--- config.mk ---
export PLATFORM = sky130hd
export DESIGN_NAME = rf_port_arbiter
export DESIGN_NICKNAME = d
export VERILOG_FILES = /design/src/rtl/rf_ctrl_pkg.sv /design/src/rtl/rf_dump_seq.sv /design/src/rtl/rf_port_arbiter.sv
export SDC_FILE = /design/constraint.sdc
export NUM_CORES = 1
export LEC_CHECK = 0
export CAP_MARGIN = 10
export CORE_UTILIZATION = 39
export CTS_CLUSTER_SIZE = 12
export DETAILED_ROUTE_END_ITERATION = 7
export PLACE_DENSITY_LB_ADDON = 0.12
export SLEW_MARGIN = 20
export SYNTH_ARGS = -nofsm -noshare
export SYNTH_HDL_FRONTEND = slang
export SYNTH_HIERARCHICAL = 1
export SYNTH_SLANG_ARGS = --single-unit
export TNS_END_PERCENT = 20
--- constraint.sdc ---
create_clock -name clk -period 2.3 [get_ports clk]
set_input_delay 0.46 -clock clk [delete_from_list [all_inputs] [get_ports clk]]
set_output_delay 0.46 -clock clk [all_outputs]
set_load 0.01 [all_outputs]
--- src/rtl/rf_ctrl_pkg.sv ---
// Shared constants and types for the register-file write-port arbiter and dump sequencer.
package rf_ctrl_pkg;

    localparam int DW    = 32;
    localparam int AW    = 5;
    localparam int NREGS = 1 << AW;

    typedef enum logic [1:0] {
        IDLE  = 2'd0,
        RUN   = 2'd1,
        DRAIN = 2'd2
    } dump_state_t;

    typedef struct packed {
        logic [AW-1:0] dst;
        logic [DW-1:0] data;
    } wr_req_t;

endpackage

--- src/rtl/rf_dump_seq.sv ---
// Register-dump sequencer: walks the debug read port over every register and streams
// the contents out one register per cycle, stalling writeback while it runs.
module rf_dump_seq
    import rf_ctrl_pkg::*;
#(
    parameter int DW    = rf_ctrl_pkg::DW,
    parameter int AW    = rf_ctrl_pkg::AW,
    parameter int NREGS = rf_ctrl_pkg::NREGS
) (
    input  logic          clk,
    input  logic          rst,
    input  logic          dump_start,
    input  logic [DW-1:0] rf_dbg_data,
    output logic          stall,
    output logic          dump_busy,
    output logic [AW-1:0] rf_dbg_addr,
    output logic          dump_valid,
    output logic [AW-1:0] dump_idx,
    output logic [DW-1:0] dump_data,
    output logic          dump_done
);

    dump_state_t   state, state_next;
    logic [AW-1:0] idx, idx_next;

    always_ff @(posedge clk or posedge rst) begin
        if (rst) begin
            state <= IDLE;
            idx   <= '0;
        end else begin
            state <= state_next;
            idx   <= idx_next;
        end
    end

    always_comb begin
        state_next = state;
        idx_next   = idx;
        case (state)
            IDLE: begin
                if (dump_start) begin
                    state_next = RUN;
                    idx_next   = '0;
                end
            end
            RUN: begin
                idx_next = idx + 1'b1;
                if (idx == AW'(NREGS - 1)) state_next = DRAIN;
            end
            DRAIN:   state_next = IDLE;
            default: state_next = IDLE;
        endcase
    end

    // Grants are also blocked in the IDLE cycle that launches a dump so the snapshot
    // sees every write accepted before it; reset blocks them too.
    always_comb begin
        dump_busy   = (state != IDLE);
        stall       = rst | dump_busy | (dump_start & (state == IDLE));
        rf_dbg_addr = (state == RUN) ? idx : '0;
    end

    always_ff @(posedge clk or posedge rst) begin
        if (rst) begin
            dump_valid <= 1'b0;
            dump_idx   <= '0;
            dump_data  <= '0;
            dump_done  <= 1'b0;
        end else begin
            dump_valid <= (state == RUN);
            dump_done  <= (state == DRAIN);
            if (state == RUN) begin
                dump_idx  <= idx;
                dump_data <= rf_dbg_data;
            end
        end
    end

endmodule

--- src/rtl/rf_port_arbiter.sv ---
// Shares the single register-file write port between ALU (A) and load (B) writeback,
// with starvation protection for A and a coherent register-dump sequencer.
module rf_port_arbiter
    import rf_ctrl_pkg::*;
#(
    parameter int DW       = rf_ctrl_pkg::DW,
    parameter int AW       = rf_ctrl_pkg::AW,
    parameter int NREGS    = rf_ctrl_pkg::NREGS,
    parameter int MAX_WAIT = 3
) (
    input  logic          clk,
    input  logic          rst,
    input  logic          a_valid,
    output logic          a_ready,
    input  logic [AW-1:0] a_reg,
    input  logic [DW-1:0] a_data,
    input  logic          b_valid,
    output logic          b_ready,
    input  logic [AW-1:0] b_reg,
    input  logic [DW-1:0] b_data,
    output logic          rf_write,
    output logic [AW-1:0] rf_writereg,
    output logic [DW-1:0] rf_writedata,
    input  logic          dump_start,
    output logic          dump_busy,
    output logic [AW-1:0] rf_dbg_addr,
    input  logic [DW-1:0] rf_dbg_data,
    output logic          dump_valid,
    output logic [AW-1:0] dump_idx,
    output logic [DW-1:0] dump_data,
    output logic          dump_done
);

    localparam int WW = (MAX_WAIT < 1) ? 1 : $clog2(MAX_WAIT + 1);

    logic          stall;
    logic          a_starved;
    logic          accept;
    logic [WW-1:0] wait_cnt;
    wr_req_t       req;

    rf_dump_seq #(
        .DW   (DW),
        .AW   (AW),
        .NREGS(NREGS)
    ) u_dump_seq (
        .clk        (clk),
        .rst        (rst),
        .dump_start (dump_start),
        .rf_dbg_data(rf_dbg_data),
        .stall      (stall),
        .dump_busy  (dump_busy),
        .rf_dbg_addr(rf_dbg_addr),
        .dump_valid (dump_valid),
        .dump_idx   (dump_idx),
        .dump_data  (dump_data),
        .dump_done  (dump_done)
    );

    always_comb begin
        a_starved = (wait_cnt == WW'(MAX_WAIT));
        a_ready   = a_valid & ~stall & (~b_valid | a_starved);
        b_ready   = b_valid & ~stall & ~a_ready;
        accept    = a_ready | b_ready;
        req.dst   = b_ready ? b_reg  : a_reg;
        req.data  = b_ready ? b_data : a_data;
    end

    // Stall cycles freeze the starvation counter rather than counting as refusals.
    always_ff @(posedge clk or posedge rst) begin
        if (rst) begin
            wait_cnt <= '0;
        end else if (!stall) begin
            if (a_valid && a_ready)           wait_cnt <= '0;
            else if (a_valid && !a_starved)   wait_cnt <= wait_cnt + 1'b1;
        end
    end

    always_ff @(posedge clk or posedge rst) begin
        if (rst) begin
            rf_write     <= 1'b0;
            rf_writereg  <= '0;
            rf_writedata <= '0;
        end else begin
            rf_write <= accept && (req.dst != '0);
            if (accept) begin
                rf_writereg  <= req.dst;
                rf_writedata <= req.data;
            end
        end
    end

endmodule

**Word level (Yosys, flattened, before mapping)**

Index checks and enable logic that the tools add are counted.

- Add/subtract/negate cells: 2
- Equal/unequal tests: 6
- Muxes and demuxes: 10
- Bitwise operators: 12
- Reduce and logical (&&, ||, !) cells: 12

Operators with widths:

| cell | count |
|---|---|
| 2-to-1 mux 32 bit | 1 |
| 2-to-1 mux 5 bit | 3 |
| case mux 5 bit (2 select lines) | 1 |
| 2-to-1 mux 2 bit | 4 |
| AND reduction 2 bit | 3 |
| nonzero test 2 bit | 3 |
| adder 5 x 1 -> 5 bit (second input constant) | 1 |
| bitwise AND 1 bit | 5 |
| == test 5 bit (second input constant) | 1 |
| nonzero test 5 bit | 1 |
| == test 2 bit (second input constant) | 2 |
| bitwise OR 1 bit | 4 |
| case mux 2 bit (2 select lines) | 1 |
| logical AND 1 bit | 3 |
| NOT 1 bit | 3 |
| adder 2 x 1 -> 2 bit (second input constant) | 1 |
| == test 2 x 1 -> 1 bit (second input constant) | 1 |
| logical NOT 2 bit | 1 |
| inequality test 2 x 1 -> 1 bit (second input constant) | 1 |
| inequality test 2 bit (second input constant) | 1 |
| logical NOT 1 bit | 1 |

- Register bits after elaboration: 86
- Input bits: 111
- Logic and storage cells: 52

**Depth between registers and ports, before layout**

- Word-level depth: 11
- Mapped depth: 7

**Cells and area by module**

The synthesis kept the hierarchy.

Modules (own cells, without submodules):

| module | instances | cells an instance | area an instance (sq um) | seq. area each (sq um) |
|---|---|---|---|---|
| rf_port_arbiter | 1 | 153 | 1894.3 | 1001.0 |
| rf_dump_seq | 1 | 183 | 1814.2 | 1151.1 |

**Worst setup path after synthesis**

Ideal clock, no wire load.

- Path kind: reg2out
- From: reg u_dump_seq.state[0]
- To: out a_ready
- Arrival: 1.666 ns
- Path slack: 0.174 ns
- Stages on the path, launching flop included: 6
- Cell sequence: dfrtp_1 > or2_2 > or3_1 > o21bai_4 > a21oi_4 > buf_6

- Word-level cells in the longest chain between the ends: 6

Ends and longest elaborated chain:

| item | RTL line | RTL |
|---|---|---|
| start, declared | rf_dump_seq.sv:23 | `dump_state_t state, state_next;` |
| start signal, assigned | rf_dump_seq.sv:31 | `state <= state_next;` |
| nonzero test 2 bit | rf_dump_seq.sv:58 | `dump_busy = (state != IDLE);` |
| via dump_busy | rf_port_arbiter.sv:25 | `output logic dump_busy,` |
| bitwise OR 1 bit (2 in series) | rf_dump_seq.sv:59 | `stall = rst \| dump_busy \| (dump_start & (state == IDLE));` |
| via stall | rf_port_arbiter.sv:36 | `logic stall;` |
| NOT 1 bit (no line) | -- |  |
| bitwise AND 1 bit (2 in series) | rf_port_arbiter.sv:62 | `a_ready = a_valid & ~stall & (~b_valid \| a_starved);` |
| end, declared | rf_port_arbiter.sv:14 | `output logic a_ready,` |

The timed path passes the listed nets, and every way through them passes these cells.

**Worst setup path in the final report**

- From: reg u_dump_seq.state[1]
- To: out a_ready

- Word-level cells in the longest chain between the ends: 6

Ends and longest elaborated chain:

| item | RTL line |
|---|---|
| nonzero test 2 bit or logical NOT 2 bit (tied branches) | rf_dump_seq.sv:58, rf_dump_seq.sv:59 |
| bitwise OR 1 bit or bitwise AND 1 bit (tied branches) | rf_dump_seq.sv:59 |
| bitwise OR 1 bit (*) | rf_dump_seq.sv:59 |
| via stall | rf_port_arbiter.sv:36 |
| NOT 1 bit (no line) (*) | -- |
| bitwise AND 1 bit (*) (2 in series) | rf_port_arbiter.sv:62 |

The timed path passes the listed nets; every way through them passes the cells marked *.

==> reports/qor.yml <==
status:
  outcome: "finished, final reports clean"
die:
  die_area_um2: 9900
  die_y_um: 99.5
  boundaryPins: 196
  die_x_um: 99.5
  fp.coreArea_um2: 9240
  start_util_pct: 40.1
  fp-row-count: 35
cts:
  cts_buffer_depth: 2
  cts_setup_buffers: 0
  cts_tree: "built"
  clock-sinks: 86
  cts-hold-fix-buffers: 0
  clk_latency_ns: 0.35
  htreeDepth: 3
  clkSlewWorstSetupHoldPaths_ns: 0.08
  cts_root_buf: "clkbuf_8"
  cts_buffers: 9
sta:
  fin_crit_sh_pct: 97.6
  finalSetupViolations: 0
  tightest_slew_ns: 0.511
  drv_slew: 0
  hold_violations: 0
  fin_skew_ns: 0.0119
  max_slew_margin_pct: 65.9
  period_minus_slack_ns: 2.25
  rsz0062_at_grt: "yes"
  setup_tns_ns: 0
  fmax_mhz: 445
drt:
  drtIter0Drc: 72
  via_count: 3292
  wl_per_cell_um: 15.3
  ant_nets: 0
  drcViolationCount: 0
  viasPerCell: 4.88
  drt_wl_total_um: 10300
  first_pass_iters: 4
synth:
  async_reset_ff_share_pct: 100
  yosys.area.top_type: "dfrtp_1"
  yosys_most_used_dff: "dfrtp_1"
  synth_area_um2: 3710
  synthCells: 336
  synth_common_cells: "nand2_1, dfrtp_1, and2_1, a221o_1, buf_6"
  yosys.area_share.simple_pct: 20.0
  ys_ff_latch: 86
  ys_warn_count: 6
  synthAdderAreaFrac_pct: 1.01
  synth_edf_count: 0
  synth_area_leaders: "dfrtp_1, nand2_1, a221o_1, and2_1, buf_6"
  synth_compound_area_share_pct: 15.7
  synthXorXnorAreaFrac_pct: 0
  yosys.area.top_type_share_pct: 58.0
  synthMuxAreaShare_pct: 0.607
  yosys.cell_count.top_type: "nand2_1"
  synth_nets: 450
  synth_top_family_by_area: "simple AND/OR/NAND/NOR gates"
  ys_seq_area_share_pct: 58.0
  synth_cell_types: 40
  synth_area_per_cell_um2: 11.0
power:
  combPwrFrac_pct: 46.2
  p_sw_share_pct: 32.5
  switchingPower_uw: 2150
  p_leak_uw: 0.00270
  power_frac_clock_pct: 16.7
  ir_drop_uv: 587
  power.internal_uw: 4450
  power.density_nw_per_um2: 1100
  seqPwrFrac_pct: 37.1
  power_uw: 6600
grt:
  antenna_found_initial: 0
  grt_pass1_vias: 3382
  grt_pass1_wl_um: 16800
  grt_max_degree: 47
  grt_usage_pct: 21.8
  grt.overflow.total: 0
setup_path:
  reg2reg_slack_ns: 0.29
  end_kind: "primary output"
  required_ns: 1.84
  cp_max_fo: 2
  critPathLaunchType: "flip-flop"
  arrival_ns: 1.79
  crit_type: "flip-flop to primary output"
layout:
  nNetsFinal: 655
  drive_gt1_share_pct: 10.1
  fillerInstances: 752
  area_delta_synth_final_pct: 62.4
  diodes: 0
placed_design:
  gp_congestion: 0.892
  portBuffers: 195
  hpwlAfterDp_um: 7410
run:
  drv_cap: 0
hold_path:
  min_path_type: "flip-flop to flip-flop"
## registers in the layout, summed over array words and instances (netlist names)
signal                 count
rf_write                   1
rf_writedata              32
rf_writereg                5
u_dump_seq/dump_data      32
u_dump_seq/dump_done       1
u_dump_seq/dump_idx        5
u_dump_seq/dump_valid      1
u_dump_seq/idx             5
u_dump_seq/state           2
wait_cnt                   2
## power by group through the flow
stage               clock, uW  combinational [uW]  sequential [uW]
finish                   1100                3050             2450
detailed placement          0                3090             2480
global route             1210                3320             2530
CTS                      1130                3080             2450
floorplan                   0                1170             2710
global placement            0                3050             2450
## cell families (layout without fill, tap and decap cells)
group | Yosys count | after routing
AND/OR/NAND/NOR | 160 | 160
flip-flops | 86 | 86
AO/OA/AOI/OAI | 62 | 62
buffers and inverters | 23 | 233
adder cells (fa/ha/maj) | 3 | 3
multiplexers | 2 | 2
## per-stage QoR
step	cells	hold WS (ns)	area [um2]	util, %	setup slack (ns)
final	675	0.476	6020	65.2	0.0550
after floorplan	336	0.477	3710	-	0.174
after CTS	675	0.484	6020	65.1	-0.0853
after detailed placement	659	0.462	5810	62.9	-0.341
after global routing	675	0.507	6020	65.2	-0.0214
after global placement	659	0.457	5810	62.9	-0.307
## path summary, 6_finish.rpt
check                                         start                  endpoint  depth (start not counted)
hold / removal             u_dump_seq/dump_data[22]  u_dump_seq/dump_data[22]                          2
min in group asynchronous                       rst         u_dump_seq/idx[2]                          4
max in group asynchronous                       rst          rf_writedata[23]                          4
setup reg to reg                u_dump_seq/state[1]          rf_writedata[22]                          6
setup / recovery                u_dump_seq/state[1]                   a_ready                          5
hold reg to reg            u_dump_seq/dump_data[22]  u_dump_seq/dump_data[22]                          2
## cell usage in the layout, fill, tap and decap left out, types with 3 or more instances in the layout
cell type,synthesis,layout
a21o_1,5,5
a221o_2,3,3
dlygate4sd2_1,0,5
dfrtp_1,86,86
clkbuf_8,0,10
nand3_1,6,6
nor2_1,6,6
and2_1,37,37
nand2_1,99,99
ha_1,3,3
clkdlybuf4s50_1,0,188
a31oi_1,4,4
a22o_1,4,4
o21ai_0,6,6
buf_4,1,16
a221o_1,29,29
## cell type report
| type | instances | area (um2) | area share, % |
|---|---|---|---|
| Clock buffer | 10 | 138 | 2.28 |
| Clock inverter | 6 | 68.8 | 1.14 |
| Inverter | 4 | 17.5 | 0.291 |
| Multi-Input combinational cell | 227 | 1390 | 23.1 |
| Sequential cell | 86 | 2150 | 35.7 |
| Tap cell | 129 | 161 | 2.68 |
| Timing Repair Buffer | 213 | 2090 | 34.7 |
## worst max-delay path: stages (launching register included)
cell and delay, ns:
dfrtp_1 0.39, or2_4 0.25, or3_4 0.33, o21bai_4 0.19, a21oi_4 0.15, buf_6 0.13
## metal layers
| metal | wire length, um | vias up | share of wire [%] | GRT usage, % |
|---|---|---|---|---|
| met1 | 4370 | 1579 | 42 | 26.3 |
| li1 | - | 1565 | - | - |
| met3 | 826 | 12 | 8.0 | 6.82 |
| met2 | 4990 | 136 | 48 | 36.8 |
| met5 | 0 | - | 0 | 0 |
| met4 | 133 | 0 | 1.3 | 7.81 |
## what timing repair did
action,4_1_cts,5_1_grt
gates resized for setup,15,4
setup endpoints to repair,7,2
pin swaps,0,1
endpoints found under the hold margin,0,0
gates cloned,0,0
No activity file was read; power rests on OpenSTA's default activity.
